`src/rtl/line_buffer_window_ctrl.sv`:
```
// Line-buffer controller: gates the two-row buffer from the pixel stream, tracks position,
// and emits qualified 3x3 interior windows built from the two taps and the live pixel.
module line_buffer_window_ctrl #(
    parameter int unsigned DATA_WIDTH = 8,
    parameter int unsigned IMG_WIDTH  = 1280,
    parameter int unsigned IMG_HEIGHT = 720
) (
    input  logic                    clk,
    input  logic                    rst,
    input  logic [DATA_WIDTH-1:0]   s_data,
    input  logic                    s_valid,
    input  logic                    s_sof,
    output logic [DATA_WIDTH-1:0]   sr_din,
    output logic                    sr_ce,
    input  logic [DATA_WIDTH-1:0]   sr_tap1,
    input  logic [DATA_WIDTH-1:0]   sr_tap0,
    output logic [9*DATA_WIDTH-1:0] win,
    output logic                    win_valid,
    output logic [10:0]             win_row,
    output logic [10:0]             win_col,
    output logic                    frame_done,
    output logic                    err_sof
);

    localparam int unsigned CW = 11;
    localparam logic [CW-1:0] COL_LAST = CW'(IMG_WIDTH - 1);
    localparam logic [CW-1:0] ROW_LAST = CW'(IMG_HEIGHT - 1);

    typedef enum logic [1:0] {
        S_IDLE,
        S_FILL,
        S_RUN
    } state_t;

    state_t state_q, state_d;

    logic [CW-1:0] row_q, col_q;
    logic [CW-1:0] cur_row, cur_col;
    logic          at_row_end, at_frame_end;

    logic accept, qualify, done_d, err_d;

    // Each window row keeps the two previous columns; the third column is the live tap/pixel.
    logic [1:0][DATA_WIDTH-1:0] top_h, mid_h, bot_h;
    logic [9*DATA_WIDTH-1:0]    win_next;

    assign sr_din = s_data;
    assign sr_ce  = accept;

    // An accepted SOF pixel is position (0,0) regardless of the running counters.
    always_comb begin
        cur_row      = s_sof ? '0 : row_q;
        cur_col      = s_sof ? '0 : col_q;
        at_row_end   = (cur_col == COL_LAST);
        at_frame_end = at_row_end && (cur_row == ROW_LAST);
    end

    always_ff @(posedge clk) begin
        if (rst) begin
            state_q <= S_IDLE;
        end else begin
            state_q <= state_d;
        end
    end

    always_comb begin
        state_d = state_q;
        if (accept) begin
            if (s_sof) begin
                state_d = S_FILL;
            end else begin
                case (state_q)
                    S_FILL:  if ((cur_row == CW'(1)) && at_row_end) state_d = S_RUN;
                    S_RUN:   if (at_frame_end) state_d = S_IDLE;
                    default: state_d = state_q;
                endcase
            end
        end
    end

    // SOF landing exactly on the final pixel slot is a clean restart, not an error.
    always_comb begin
        accept  = s_valid && !rst && ((state_q != S_IDLE) || s_sof);
        qualify = accept && !s_sof
                  && ((state_q == S_RUN) || (state_d == S_RUN))
                  && (cur_row >= CW'(2)) && (cur_col >= CW'(2));
        done_d  = accept && !s_sof && (state_q == S_RUN) && at_frame_end;
        err_d   = accept && s_sof && (state_q != S_IDLE)
                  && !((row_q == ROW_LAST) && (col_q == COL_LAST));
    end

    always_comb begin
        win_next = {s_data,  bot_h[1], bot_h[0],
                    sr_tap1, mid_h[1], mid_h[0],
                    sr_tap0, top_h[1], top_h[0]};
    end

    always_ff @(posedge clk) begin
        if (rst) begin
            row_q      <= '0;
            col_q      <= '0;
            top_h      <= '0;
            mid_h      <= '0;
            bot_h      <= '0;
            win        <= '0;
            win_valid  <= 1'b0;
            win_row    <= '0;
            win_col    <= '0;
            frame_done <= 1'b0;
            err_sof    <= 1'b0;
        end else begin
            win_valid  <= qualify;
            frame_done <= done_d;
            err_sof    <= err_d;
            if (accept) begin
                if (at_row_end) begin
                    col_q <= '0;
                    row_q <= (cur_row == ROW_LAST) ? '0 : cur_row + CW'(1);
                end else begin
                    col_q <= cur_col + CW'(1);
                    row_q <= cur_row;
                end
                top_h <= {sr_tap0, top_h[1]};
                mid_h <= {sr_tap1, mid_h[1]};
                bot_h <= {s_data,  bot_h[1]};
            end
            if (qualify) begin
                win     <= win_next;
                win_row <= cur_row - CW'(1);
                win_col <= cur_col - CW'(1);
            end
        end
    end

endmodule
```
`config.mk`:
```
export PLATFORM = sky130hd
export DESIGN_NAME = line_buffer_window_ctrl
export DESIGN_NICKNAME = d
export VERILOG_FILES = /design/src/rtl/line_buffer_window_ctrl.sv
export SDC_FILE = /design/constraint.sdc
export NUM_CORES = 1
export LEC_CHECK = 0
export ABC_CLOCK_PERIOD_IN_PS = 5600
export CAP_MARGIN = 25
export CORE_MARGIN = 1.5
export CORE_UTILIZATION = 50
export CTS_CLUSTER_DIAMETER = 200
export DETAILED_ROUTE_END_ITERATION = 12
export PLACE_DENSITY = 0.75
export SYNTH_ARGS = -nofsm -noshare
export SYNTH_HDL_FRONTEND = slang
export SYNTH_SLANG_ARGS = --single-unit
```
`constraint.sdc`:
```
create_clock -name clk -period 5.6 [get_ports clk]
set_input_delay 0.56 -clock clk [delete_from_list [all_inputs] [get_ports clk]]
set_output_delay 0.56 -clock clk [all_outputs]
set_load 0.05 [all_outputs]
```
==> results.tsv <==
stage	metric	value	unit
status	outcome	finished, final reports clean	
floorplan	initial_utilization	51.6	%
clock_network	numCtsBuffers	17	
timing	max_slew_margin	29.0	%
clock_network	postCtsResizedCells	0	
timing	finalMaxSlewViolations	0	
hold_path	hp-class	reg2reg	
critical_path	cp_data_required_time	5.96	ns
timing	worst_slew_pin_slew	1.06	ns
finish	drive_gt1_share	6.46	%
floorplan	dieArea	17300	µm²
drt	ant_nets	0	
drt	drt_wl_total	22300	µm
drt	via_count	7740	
timing	fin_hold_ws	0.456	ns
place	gp_routability_congestion	0.928	
clock_network	h-tree-depth	4	
logic_synthesis	ys_types	74	
clock_network	clk_latency	0.42	ns
global_routing	grtUsageTotal	25.5	%
critical_path	crit_path_end_kind	flip-flop	
clock_network	path_clk_slew	0.07	ns
drt	drt_iter0_drc	1118	
floorplan	rows	46	
logic_synthesis	ys_warn_count	0	
global_routing	grt_first_pass_wirelength	36700	µm
global_routing	grt_max_degree	80	
place	placed_cell_area	9520	µm²
flow_run	cap_violations	0	
drt	dr.pass1.iters	5	
clock_network	cts_root_buf	clkbuf_16	
place	port_buffers	133	
floorplan	die-width	132	µm
clock_network	hold_buffers	0	
clock_network	cts.sinks	169	
logic_synthesis	seq_area_frac_synth	41.0	%
clock_network	cts.path.max_buffers	2	
logic_synthesis	synth_top_flop_cell	dfxtp_1	
timing	fin_crit	4.22	ns
logic_synthesis	synth_nets	1031	
place	pre_cts_slack	1.02	ns
pwr	leakage	3.69	nW
floorplan	io_pins	134	
timing	fin_setup_tns	0	ns
pwr	ir_worst_vdd	0.000212	V
finish	final_cell_mix	nand2_1 (187), dfxtp_1 (169), clkdlybuf4s50_1 (132), nor2_1 (81), a21oi_1 (75)	
finish	utilization	63.2	%
critical_path	worstSetupPathType	in2reg	
drt	wl_per_cell	17.4	µm
pwr	p_per_area	251	nW/µm²
global_routing	grt_pass1_vias	6974	
finish	nNetsFinal	1094	
timing	clock.fmax	0.237	GHz
finish	area_growth	22.3	%
finish	design_area	10100	µm²
place	hpwl	13600	µm
finish	fillers	1405	
global_routing	antenna_found_initial	0	
drt	drc	0	
logic_synthesis	syn-instance-count	993	
global_routing	gr-total-overflow	0	
finish	diodes	0	
timing	setup_violations	0	
timing	skew	0.00943	ns
timing	hold_viol_final	0	
logic_synthesis	async_flop_share	0	%
floorplan	fp.dieH	132	µm
drt	vias_per_cell	6.03	
timing	worst_slack	1.38	ns
timing	fin_crit_sh	75.4	%
timing	rsz0062_at_grt	false	
finish	layout_commonest_cell	nand2_1	
logic_synthesis	avgSynthCellArea	8.32	µm²
critical_path	crit_path_start_kind	input port	
logic_synthesis	ys_ff_latch	169	
logic_synthesis	synthesis.area	8260	µm²
clock_network	post_cts_buffers	0	
critical_path	worstPathMaxFanout	52	
critical_path	critPathArrivalTime	4.59	ns
clock_network	cts_tree	yes	
floorplan	core-area	16000	µm²
logic_synthesis	synth_edf_count	0	
layer usage:
layer / vias to the layer above / track usage, % / routed length (µm) / share of wire (%)
met3: 23 / 5.59 / 1500 / 6.7
met2: 295 / 38.5 / 9910 / 44
met5: - / 0 / 0 / 0
li1: 3729 / - / - / -
met1: 3693 / 36.8 / 10600 / 48
met4: 0 / 6.60 / 240 / 1.1
registers in the layout, summed over array words and instances (netlist names):
| register | cells |
|---|---|
| bot_h | 16 |
| col_q | 11 |
| err_sof | 1 |
| frame_done | 1 |
| mid_h | 16 |
| row_q | 11 |
| state_q | 2 |
| top_h | 16 |
| win | 72 |
| win_col | 11 |
| win_row | 11 |
| win_valid | 1 |
critical path: stages:
cell and delay (ns):
clkdlybuf4s50_1 0.67, nor2b_1 0.31, ha_1 0.24, nand3_2 0.16
or4_4 0.71, nor2_2 0.31, o221ai_1 0.51, nor3_4 0.32
buf_4 0.52, a221o_1 0.26
cell type report:
type                            instances  area (µm²)  area share (%)
Multi-Input combinational cell        709        4370            43.3
Sequential cell                       169        3380            33.5
Timing Repair Buffer                  147        1470            14.5
Clock buffer                           23         478            4.73
Tap cell                              216         270            2.67
Clock inverter                          8        86.3           0.854
Inverter                               12        47.5           0.470
final timing paths:
| path | start | end | slack (ns) | cells past startpoint |
|---|---|---|---|---|
| setup / recovery | s_sof | win[36] | 1.38 | 10 |
| hold / removal | top_h[5] | top_h[5] | 0.46 | 2 |
| setup reg to reg | col_q[0] | win[36] | 1.80 | 9 |
| hold reg to reg | top_h[5] | top_h[5] | 0.46 | 2 |
cell families after synthesis:
| logic type | after synthesis | synth area share (%) |
|---|---|---|
| and+or+nand+nor | 394 | 22.6 |
| xor gates and xnor gates | 10 | 1.06 |
| adders and majority gates | 10 | 1.51 |
| AOI/OAI and AO/OA | 292 | 26.9 |
| DFF | 169 | 41.0 |
| muxes | 3 | 0.379 |
| buffers and inverters | 115 | 6.66 |
Yosys cell counts (4+ instances only):
master / n / area share (%)
inv_1: 11 / 0.50
a21oi_1: 75 / 4.5
nand4_1: 5 / 0.38
buf_2: 9 / 0.55
nor3_1: 15 / 0.91
nor4_1: 8 / 0.61
buf_1: 7 / 0.32
o2bb2ai_1: 54 / 5.7
nand2_1: 187 / 8.5
a32oi_1: 15 / 1.6
nor2_1: 81 / 3.7
dfxtp_1: 169 / 41
or4_1: 5 / 0.45
nor3b_1: 11 / 1.0
xnor2_1: 8 / 0.85
nand3_1: 32 / 1.9
or3_1: 10 / 0.76
o21ai_0: 37 / 2.2
buf_6: 9 / 1.2
nor2b_1: 6 / 0.45
clkbuf_1: 68 / 3.1
buf_4: 10 / 0.91
a221o_1: 52 / 6.3
ha_1: 10 / 1.5
nand2b_1: 4 / 0.30
a22o_1: 25 / 2.7
per-stage QoR:
step	total power, W	instances
after global routing	0.00262	1284
after floorplan	0.00136	993
after detailed placement	0.00142	1252
after global placement	0.00142	1250
final	0.00253	1284
after CTS	0.00254	1283
where the power goes:
group          switching (W)  leakage (nW)  internal (W)
clock network       0.000485         0.275      0.000651
logic               0.000112          2.05     0.0000536
registers          0.0000147          1.37       0.00122
total               0.000612          3.69       0.00192
Power figures use the tool's default switching activity.
